$ cat src/rtl/boot_run_ctrl_pkg.sv
// Shared state encoding and word geometry for boot_run_ctrl and its dump packer.
package boot_run_pkg;

  localparam int BYTES_PER_WORD = 4;

  typedef enum logic [2:0] {
    ST_IDLE,
    ST_LOAD,
    ST_RST_HOLD,
    ST_RUN,
    ST_DUMP_RD,
    ST_DUMP_OUT,
    ST_DONE
  } state_e;

  function automatic logic is_busy(state_e s);
    return !(s == ST_IDLE || s == ST_DONE);
  endfunction

endpackage

$ cat src/rtl/boot_run_ctrl_if.sv
// Load stream, memory port and dump stream of boot_run_ctrl.
// The master modport is the controller side.
interface boot_run_ctrl_if #(
  parameter int ADDR_W = 6
) ();

  logic              ld_valid;
  logic [7:0]        ld_data;
  logic              ld_ready;

  logic [ADDR_W-1:0] mem_addr;
  logic [7:0]        mem_wdata;
  logic              mem_we;
  logic              mem_re;
  logic [7:0]        mem_rdata;

  logic              dump_valid;
  logic [31:0]       dump_data;
  logic [ADDR_W-1:0] dump_addr;
  logic              dump_ready;

  modport master (
    input  ld_valid, ld_data, mem_rdata, dump_ready,
    output ld_ready, mem_addr, mem_wdata, mem_we, mem_re,
           dump_valid, dump_data, dump_addr
  );

  modport slave (
    output ld_valid, ld_data, mem_rdata, dump_ready,
    input  ld_ready, mem_addr, mem_wdata, mem_we, mem_re,
           dump_valid, dump_data, dump_addr
  );

endinterface

$ cat src/rtl/boot_run_ctrl_dump_word_pack.sv
// Assembles one big-endian dump word from four byte reads that return
// one cycle after each mem_re pulse.
module dump_word_pack
  import boot_run_pkg::*;
(
  input  logic                        clk,
  input  logic                        reset,
  input  logic                        rd_issued_i,
  input  logic [7:0]                  rdata_i,
  output logic [8*BYTES_PER_WORD-1:0] word_o
);

  localparam int WORD_W = 8 * BYTES_PER_WORD;

  logic              rd_pending_q;
  logic [WORD_W-1:0] word_q;

  // NOTE: sequential state is written with <= so every register samples
  // pre-edge values; blocking here would create order-dependent races.
  // The assembly register is cleared on reset so an abandoned dump never
  // leaves a stale partial word on dump_data.
  always_ff @(posedge clk) begin
    if (reset) begin
      rd_pending_q <= 1'b0;
      word_q       <= '0;
    end else begin
      rd_pending_q <= rd_issued_i;
      if (rd_pending_q) word_q <= {word_q[WORD_W-9:0], rdata_i};
    end
  end

  assign word_o = word_q;

endmodule

$ cat src/rtl/boot_run_ctrl.sv
// Loads a memory image, holds the CPU in reset, runs it for a cycle budget,
// then dumps memory as 32-bit words. Optional: BOOT_RUN_EARLY_HALT_EN adds cpu_halt.
module boot_run_ctrl
  import boot_run_pkg::*;
#(
  parameter int DEPTH      = 56,
  parameter int ADDR_W     = 6,
  parameter int RUN_W      = 16,
  parameter int RST_CYCLES = 4
) (
  input  logic             clk,
  input  logic             reset,
  input  logic             start,
  input  logic [RUN_W-1:0] run_cycles,
`ifdef BOOT_RUN_EARLY_HALT_EN
  input  logic             cpu_halt,
`endif
  output logic             cpu_reset,
  output logic             cpu_clk_en,
  output logic             busy,
  output logic             done,
  output logic [RUN_W-1:0] cycle_count,
  boot_run_ctrl_if.master  bus
);

  localparam logic [ADDR_W-1:0] LAST_BYTE = ADDR_W'(DEPTH - 1);
  localparam logic [ADDR_W-1:0] LAST_WORD = ADDR_W'(DEPTH - BYTES_PER_WORD);
  localparam int                HOLD_W    = (RST_CYCLES > 1) ? $clog2(RST_CYCLES) : 1;
  localparam logic [HOLD_W-1:0] HOLD_LAST = HOLD_W'(RST_CYCLES - 1);

  state_e            state_q, state_d;
  logic [ADDR_W-1:0] addr_q, addr_d;
  logic [RUN_W-1:0]  budget_q, budget_d;
  logic [RUN_W-1:0]  count_q, count_d, count_inc;
  logic [HOLD_W-1:0] hold_q, hold_d;
  logic [2:0]        rd_idx_q, rd_idx_d;
  logic              halt;
  logic [31:0]       word;

`ifdef BOOT_RUN_EARLY_HALT_EN
  assign halt = cpu_halt;
`else
  assign halt = 1'b0;
`endif

  // Saturating increment: the counter sticks at all-ones instead of wrapping.
  assign count_inc = (count_q == '1) ? count_q : count_q + RUN_W'(1);

  always_ff @(posedge clk) begin
    if (reset) begin
      state_q  <= ST_IDLE;
      addr_q   <= '0;
      budget_q <= '0;
      count_q  <= '0;
      hold_q   <= '0;
      rd_idx_q <= '0;
    end else begin
      state_q  <= state_d;
      addr_q   <= addr_d;
      budget_q <= budget_d;
      count_q  <= count_d;
      hold_q   <= hold_d;
      rd_idx_q <= rd_idx_d;
    end
  end

  // NOTE: every signal driven here gets a default first, so no path through
  // the case statement can leave it unassigned and infer a latch.
  always_comb begin
    state_d        = state_q;
    addr_d         = addr_q;
    budget_d       = budget_q;
    count_d        = count_q;
    hold_d         = hold_q;
    rd_idx_d       = rd_idx_q;
    bus.ld_ready   = 1'b0;
    bus.mem_we     = 1'b0;
    bus.mem_re     = 1'b0;
    bus.mem_addr   = addr_q;
    bus.mem_wdata  = bus.ld_data;
    bus.dump_valid = 1'b0;
    cpu_clk_en     = 1'b0;

    unique case (state_q)
      ST_IDLE, ST_DONE: begin
        if (start) begin
          state_d  = ST_LOAD;
          addr_d   = '0;
          budget_d = run_cycles;
          count_d  = '0;
        end
      end
      ST_LOAD: begin
        bus.ld_ready = 1'b1;
        if (bus.ld_valid) begin
          bus.mem_we = 1'b1;
          if (addr_q == LAST_BYTE) begin
            addr_d  = '0;
            hold_d  = '0;
            state_d = ST_RST_HOLD;
          end else begin
            addr_d = addr_q + ADDR_W'(1);
          end
        end
      end
      ST_RST_HOLD: begin
        if (hold_q == HOLD_LAST) begin
          rd_idx_d = '0;
          state_d  = (budget_q == '0) ? ST_DUMP_RD : ST_RUN;
        end else begin
          hold_d = hold_q + HOLD_W'(1);
        end
      end
      ST_RUN: begin
        cpu_clk_en = 1'b1;
        count_d    = count_inc;
        if (count_inc == budget_q || halt) begin
          addr_d   = '0;
          rd_idx_d = '0;
          state_d  = ST_DUMP_RD;
        end
      end
      ST_DUMP_RD: begin
        // Four reads on idx 0..3; idx 4 waits for the last byte to land.
        if (rd_idx_q < 3'(BYTES_PER_WORD)) begin
          bus.mem_re   = 1'b1;
          bus.mem_addr = addr_q + ADDR_W'(rd_idx_q);
          rd_idx_d     = rd_idx_q + 3'd1;
        end else begin
          state_d = ST_DUMP_OUT;
        end
      end
      ST_DUMP_OUT: begin
        bus.dump_valid = 1'b1;
        if (bus.dump_ready) begin
          rd_idx_d = '0;
          if (addr_q == LAST_WORD) begin
            state_d = ST_DONE;
          end else begin
            addr_d  = addr_q + ADDR_W'(BYTES_PER_WORD);
            state_d = ST_DUMP_RD;
          end
        end
      end
      default: state_d = ST_IDLE;
    endcase
  end

  dump_word_pack u_pack (
    .clk         (clk),
    .reset       (reset),
    .rd_issued_i (bus.mem_re),
    .rdata_i     (bus.mem_rdata),
    .word_o      (word)
  );

  assign bus.dump_data = word;
  assign bus.dump_addr = addr_q;
  assign cpu_reset     = (state_q != ST_RUN);
  assign busy          = is_busy(state_q);
  assign done          = (state_q == ST_DONE);
  assign cycle_count   = count_q;

endmodule

$ cat src/flat_wrapper.sv
// flat-port wrapper written by rule: the top's interface ports become plain ports
module boot_run_ctrl_flat import boot_run_pkg::*;
#(
  parameter int DEPTH      = 56,
  parameter int ADDR_W     = 6,
  parameter int RUN_W      = 16,
  parameter int RST_CYCLES = 4
)
  (clk, reset, start, run_cycles, cpu_reset, cpu_clk_en, busy, done, cycle_count, bus_ld_valid, bus_ld_data, bus_mem_rdata, bus_dump_ready, bus_ld_ready, bus_mem_addr, bus_mem_wdata, bus_mem_we, bus_mem_re, bus_dump_valid, bus_dump_data, bus_dump_addr);
  boot_run_ctrl_if #(.ADDR_W(ADDR_W)) bus_i ();
  input  logic clk;
  input  logic reset;
  input  logic start;
  input  logic [RUN_W-1:0] run_cycles;
  output logic cpu_reset;
  output logic cpu_clk_en;
  output logic busy;
  output logic done;
  output logic [RUN_W-1:0] cycle_count;
  input wire logic [$bits(bus_i.ld_valid)-1:0] bus_ld_valid;
  input wire logic [$bits(bus_i.ld_data)-1:0] bus_ld_data;
  input wire logic [$bits(bus_i.mem_rdata)-1:0] bus_mem_rdata;
  input wire logic [$bits(bus_i.dump_ready)-1:0] bus_dump_ready;
  output wire logic [$bits(bus_i.ld_ready)-1:0] bus_ld_ready;
  output wire logic [$bits(bus_i.mem_addr)-1:0] bus_mem_addr;
  output wire logic [$bits(bus_i.mem_wdata)-1:0] bus_mem_wdata;
  output wire logic [$bits(bus_i.mem_we)-1:0] bus_mem_we;
  output wire logic [$bits(bus_i.mem_re)-1:0] bus_mem_re;
  output wire logic [$bits(bus_i.dump_valid)-1:0] bus_dump_valid;
  output wire logic [$bits(bus_i.dump_data)-1:0] bus_dump_data;
  output wire logic [$bits(bus_i.dump_addr)-1:0] bus_dump_addr;
  assign bus_i.ld_valid = bus_ld_valid;
  assign bus_i.ld_data = bus_ld_data;
  assign bus_i.mem_rdata = bus_mem_rdata;
  assign bus_i.dump_ready = bus_dump_ready;
  assign bus_ld_ready = bus_i.ld_ready;
  assign bus_mem_addr = bus_i.mem_addr;
  assign bus_mem_wdata = bus_i.mem_wdata;
  assign bus_mem_we = bus_i.mem_we;
  assign bus_mem_re = bus_i.mem_re;
  assign bus_dump_valid = bus_i.dump_valid;
  assign bus_dump_data = bus_i.dump_data;
  assign bus_dump_addr = bus_i.dump_addr;
  boot_run_ctrl #(.DEPTH(DEPTH), .ADDR_W(ADDR_W), .RUN_W(RUN_W), .RST_CYCLES(RST_CYCLES)) u_core (.clk(clk), .reset(reset), .start(start), .run_cycles(run_cycles), .cpu_reset(cpu_reset), .cpu_clk_en(cpu_clk_en), .busy(busy), .done(done), .cycle_count(cycle_count), .bus(bus_i));
endmodule
$ cat config.mk
export PLATFORM = sky130hd
export DESIGN_NAME = boot_run_ctrl_flat
export DESIGN_NICKNAME = d
export VERILOG_FILES = /design/src/rtl/boot_run_ctrl_pkg.sv /design/src/rtl/boot_run_ctrl_if.sv /design/src/rtl/boot_run_ctrl_dump_word_pack.sv /design/src/rtl/boot_run_ctrl.sv /design/src/flat_wrapper.sv
export SDC_FILE = /design/constraint.sdc
export NUM_CORES = 1
export LEC_CHECK = 0
export ABC_AREA = 0
export CORE_MARGIN = 3
export CORE_UTILIZATION = 54
export DETAILED_ROUTE_END_ITERATION = 10
export PLACE_DENSITY = 0.87
export RECOVER_POWER = 100
export SYNTH_ARGS = -nofsm -noshare
export SYNTH_HDL_FRONTEND = slang
export SYNTH_HIERARCHICAL = 1
export SYNTH_SLANG_ARGS = --single-unit
$ cat constraint.sdc
create_clock -name clk -period 8.4 [get_ports clk]
set_input_delay 2.52 -clock clk [delete_from_list [all_inputs] [get_ports clk]]
set_output_delay 2.52 -clock clk [all_outputs]
set_load 0.01 [all_outputs]
# --- Yosys cells after proc, flatten, opt, wreduce, memory -nomap -nowiden ---
# Cells that the tools add are included.
totals:
  register_bits: 79
  latch_bits: 0
  ram_bits: 0
  mem_bits_ro: 0
  in_bits: 37
  out_inout_bits: 76
  elab_cells: 90
  n_memories: 0
classes:
  add_sub_neg: 6
  mul: 0
  n_div: 0
  order_cmp: 1
  n_eq_ne: 22
  n_shift: 0
  n_mux: 38
  bitwise_logic: 0
  reduce_logical: 15
ops:
  columns: ["op", "n"]
  rows:
  - ["$mux W6", 8]
  - ["$mux W3", 12]
  - ["$mux W16", 2]
  - ["$pmux W16 S2", 1]
  - ["$pmux W6 S4", 1]
  - ["$pmux W3 S6", 1]
  - ["$add A16 B1 Y16 const B", 1]
  - ["$eq A16 B16 Y1", 1]
  - ["$eq A16 B16 Y1 const B", 1]
  - ["$logic_not A16 Y1", 1]
  - ["$eq A6 B6 Y1 const B", 2]
  - ["$ne A2 B2 Y1 const B", 6]
  - ["$pmux W3 S4", 1]
  - ["$eq A3 B3 Y1 const B", 3]
  - ["$mux W2", 4]
  - ["$ne A2 B1 Y1 const B", 4]
  - ["$reduce_bool A4 Y1", 2]
  - ["$mux W1", 7]
  - ["$reduce_and A7 Y1", 1]
  - ["$add A6 B1 Y6 const B", 1]
  - ["$add A6 B3 Y6", 1]
  - ["$add A6 B3 Y6 const B", 1]
  - ["$eq A3 B2 Y1 const B", 2]
  - ["$reduce_and A6 Y1", 1]
  - ["other kinds (15)", 17]

# --- Logic depth before layout (Yosys ltp) ---
logic_depth:
  depth_word: 5
  depth_mapped: 11
  depth_no_buf: 9

# --- Cells and area by module ---
# Netlist, hierarchy kept.
modules_own_cells:
  columns: ["module", "n_inst", "cells_per_inst", "area_each_um2", "seq_area_each_um2"]
  rows:
  - ["boot_run_ctrl", 1, 420, 3283.1, 920.9]
  - ["dump_word_pack", 1, 106, 1202.4, 660.6]

# --- Least setup slack after synthesis ---
# OpenSTA, ideal clock, no wires.
synth_timing:
  path_kind: "input port to output port"
  startpoint: "input port bus_ld_valid"
  endpoint: "output port bus_mem_we"
  arrival_time_ns: 2.749
  t_required_ns: 5.880
  slack_ns: 3.131
  path_stages: 1
  path_buffers: 0
  cell_sequence: "and3_1"
synth_via:
  elab_chain_cells: 2
synth_rtl:
  columns: ["item", "line", "source"]
  rows:
  - ["from (decl)", "flat_wrapper.sv:20", "input wire logic [$bits(bus_i.ld_valid)-1:0] bus_ld_valid;"]
  - ["$mux W1", "boot_run_ctrl.sv:95", "if (bus.ld_valid) begin"]
  - ["$mux W1", "boot_run_ctrl.sv:84", "unique case (state_q)"]
  - ["to (decl)", "flat_wrapper.sv:27", "output wire logic [$bits(bus_i.mem_we)-1:0] bus_mem_we;"]
# Every way passes these cells.

# --- Worst setup path in the final report ---
# Same ends and word-level chain as after synthesis.

==> flow_summary_export.csv <==
group,metric,value,unit
status,status,"finished, violations left",
status,violations,"capacitance limit, slew limit",
finish,insertedDiodeCount,0,
die,rows,32,
clock_network,postCtsSetupBuffers,0,
worst_setup_path,worstSetupPathType,"in2out",
clock_network,holdBufCountCts,0,
detailed_routing,wl_met3,926,µm
synthesis,syn_inst,526,
finish,drive_gt1_frac,0.0585,
detailed_routing,drt_iter0_drc,418,
power_and_ir_drop,p_leak,2.18,nW
timing,fmax,0.157,GHz
finish,final_util,0.702,
timing,hold_viol,0,
synthesis,synth_seq_area_share,0.353,
worst_setup_path,cp-start-kind,"input pin",
power_and_ir_drop,ir_worst_vdd,0.158,mV
detailed_routing,drc,0,
global_routing,gr-total-overflow,0,
clock_network,clkLatencyLatePin,350,ps
timing,period_share,0.757,
synthesis,synth_area,0.00449,mm²
timing,setup_viol,0,
clock_network,cts-resized-gates,0,
finish,final_nets,642,
place,io_buffers,96,
timing,fin_setup_tns,0,ps
detailed_routing,top_layer_used,"met4",
synthesis,synth.distinct_cells,63,
clock_network,numCtsBuffers,9,
die,design.die.area,0.00944,mm²
clock_network,path_clk_slew,90,ps
detailed_routing,wirelength,11600,µm
global_routing,grt_max_degree,78,
die,die_x,97.1,µm
global_routing,antenna_found_initial,0,
global_routing,grt.total_usage,0.238,
global_routing,grt_pass1_vias,3956,
die,die_h,97.1,µm
die,core,0.00789,mm²
worst_setup_path,max_stage_delay,620,ps
detailed_routing,first_pass_iters,5,
synthesis,synth_ff_type,"dfxtp_1",
finish,syn_to_final_growth,23.5,%
worst_setup_path,cp.arrival,3840,ps
finish,final-seq-area,0.00158,mm²
place,place_hpwl,8220,µm
synthesis,ys_seq_elements,79,
detailed_routing,wl_met1,4650,µm
power_and_ir_drop,power_density,187,mW/mm²
worst_setup_path,crit_slowest_cell,"dlygate4sd3_1",
synthesis,synth_nets,575,
worst_hold_path,hold_class,"reg2reg",
place,post_dp_cell_area,0.00531,mm²
worst_setup_path,end_kind,"primary output",
detailed_routing,wire_per_inst,16.6,µm
timing,tightest_slew,3280,ps
worst_setup_path,worst-path-max-fanout,4,
timing,holdWs,492,ps
die,start_util,0.569,
clock_network,htreeDepth,3,
timing,slew-limit-headroom,-1.18,
die,pin_count,113,
timing,fin_ws,2040,ps
detailed_routing,vias_per_cell,6.05,
synthesis,synth_edf_count,0,
synthesis,synthArstFlopShare,0,
detailed_routing,antenna_left,0,
finish,multi_input_area,0.00256,mm²
detailed_routing,dr_wl_met2,5740,µm
clock_network,cts_num_sinks,79,
detailed_routing,num_vias,4234,
clock_network,root_buffer,"clkbuf_8",
finish,fin_area,0.00554,mm²
place,gp_congestion,0.999,
worst_setup_path,worstPathRequired,5880,ps
job,max_cap_viol_count,1,
timing,rsz0062_at_grt,"false",
timing,finalCriticalPeriod,6360,ps
global_routing,grt_pass1_wl,19100,µm
synthesis,syn_avg_cell_area,8.53,µm²
synthesis,yosysWarnings,6,
finish,fill_cells,602,
timing,clock_skew,11.0,ps
worst_setup_path,crit_chain,"clkdlybuf4s50_1 > and3_1 > dlygate4sd3_1",
timing,slew_violations,78,
clock_network,tritoncts,"built",
clock_network,clockBufferDepth,2,
place,dp_slack,2100,ps
[critical path: cells and delay by family]
kind          cells  cell delay, ps
simple gates      1             220
buf+inv           2            1090
[synth_stat cells (5+ instances only)]
master	number	area [µm²]
xnor2_1	12	105
buf_2	9	45.0
nand4_1	11	68.8
o21ai_0	13	65.1
a21oi_1	24	120
buf_4	8	60.1
nand3_1	12	60.1
ha_1	11	138
nor2_1	80	300
nor3_1	12	60.1
nor4_1	13	81.3
nand2_1	44	165
o31ai_1	5	37.5
a311oi_1	6	52.6
mux2i_1	56	561
clkbuf_1	16	60.1
dfxtp_1	79	1580
a31oi_1	8	50.1
xor2_1	12	105
and4_1	7	61.3
inv_1	18	67.6
[layout by cell type (no fill, tap or decap), types with 3 or more instances in the layout]
master           instances
inv_1                   18
nor4_1                  13
nand2b_1                 4
inv_8                    3
o211ai_1                 4
a31oi_1                  8
dlygate4sd3_1           68
nor2_1                  79
xor2_1                  12
ha_1                    11
nor2_2                   3
mux2i_1                 56
and3_1                   4
clkbuf_8                 9
a311oi_1                 6
nand4_1                 11
dfxtp_1                 78
clkdlybuf4s50_1         27
nand2_1                 44
o31ai_1                  5
xnor2_1                 12
o21ai_0                 14
and4_1                   7
a21oi_1                 24
a211oi_1                 3
nand3_1                 12
nor3_1                  12
[final timing paths]
check | from | end | slack (ps) | depth (start not counted)
setup / recovery | bus_ld_valid | bus_mem_we | 2040 | 3
hold / removal | u_core/hold_q[1]$_SDFFE_PP0P_ | u_core/hold_q[1]$_SDFFE_PP0P_ | 490 | 2
setup reg to reg | u_core/cycle_count[0]$_SDFFE_PP0P_ | u_core/bus.dump_addr[1]$_SDFFE_PP0P_ | 5060 | 9
hold reg to reg | u_core/hold_q[1]$_SDFFE_PP0P_ | u_core/hold_q[1]$_SDFFE_PP0P_ | 490 | 2
[state kept, by name, summed over array words and instances (netlist names)]
name	cells
u_core/u_pack/rd_pending_q	1
u_core/bus.dump_addr	6
u_core/budget_q	16
u_core/hold_q	2
u_core/rd_idx_q	3
u_core/cycle_count	16
u_core/u_pack/word_o	32
u_core/state_q	3
[area by class of cell]
type                    instances  area share
clock inverters                 7      0.0199
well taps                     102      0.0230
inverters                      18      0.0122
repair buffers                 98       0.175
flip-flops and latches         79       0.286
clock buffers                   9      0.0224
multi-input cells             387       0.462
[report_power, final]
part | switching, mW | total, mW | internal, mW
Clock | 0.156 | 0.331 | 0.175
Combinational | 0.161 | 0.280 | 0.120
Sequential | 0.0293 | 0.425 | 0.395
Total | 0.346 | 1.04 | 0.690
[logic make-up (layout without fill, tap and decap cells)]
logic type,after synthesis,in the layout,share of synthesized area
and+or+nand+nor,206,206,0.227
AOI/OAI and AO/OA,88,88,0.134
DFF,79,79,0.353
buffers and inverters,60,132,0.0770
muxes,57,57,0.127
xor gates and xnor gates,24,24,0.0469
adders and majority gates,12,12,0.0351
[routing by layer]
layer  vias to the layer above  global-route usage
met2                       243               0.414
met1                      1947               0.296
met3                        38              0.0481
met5                         -                   0
met4                         0              0.0734
li1                       2006                   -
[metrics by stage]
stage | power (mW) | std cells
3_5_place_dp | 0.712 | 684
4_1_cts | 1.04 | 700
5_1_grt | 1.09 | 700
6_report | 1.04 | 700
2_1_floorplan | 0.630 | 526
3_3_place_gp | 0.703 | 684
No activity file was read; power rests on OpenSTA's default activity.
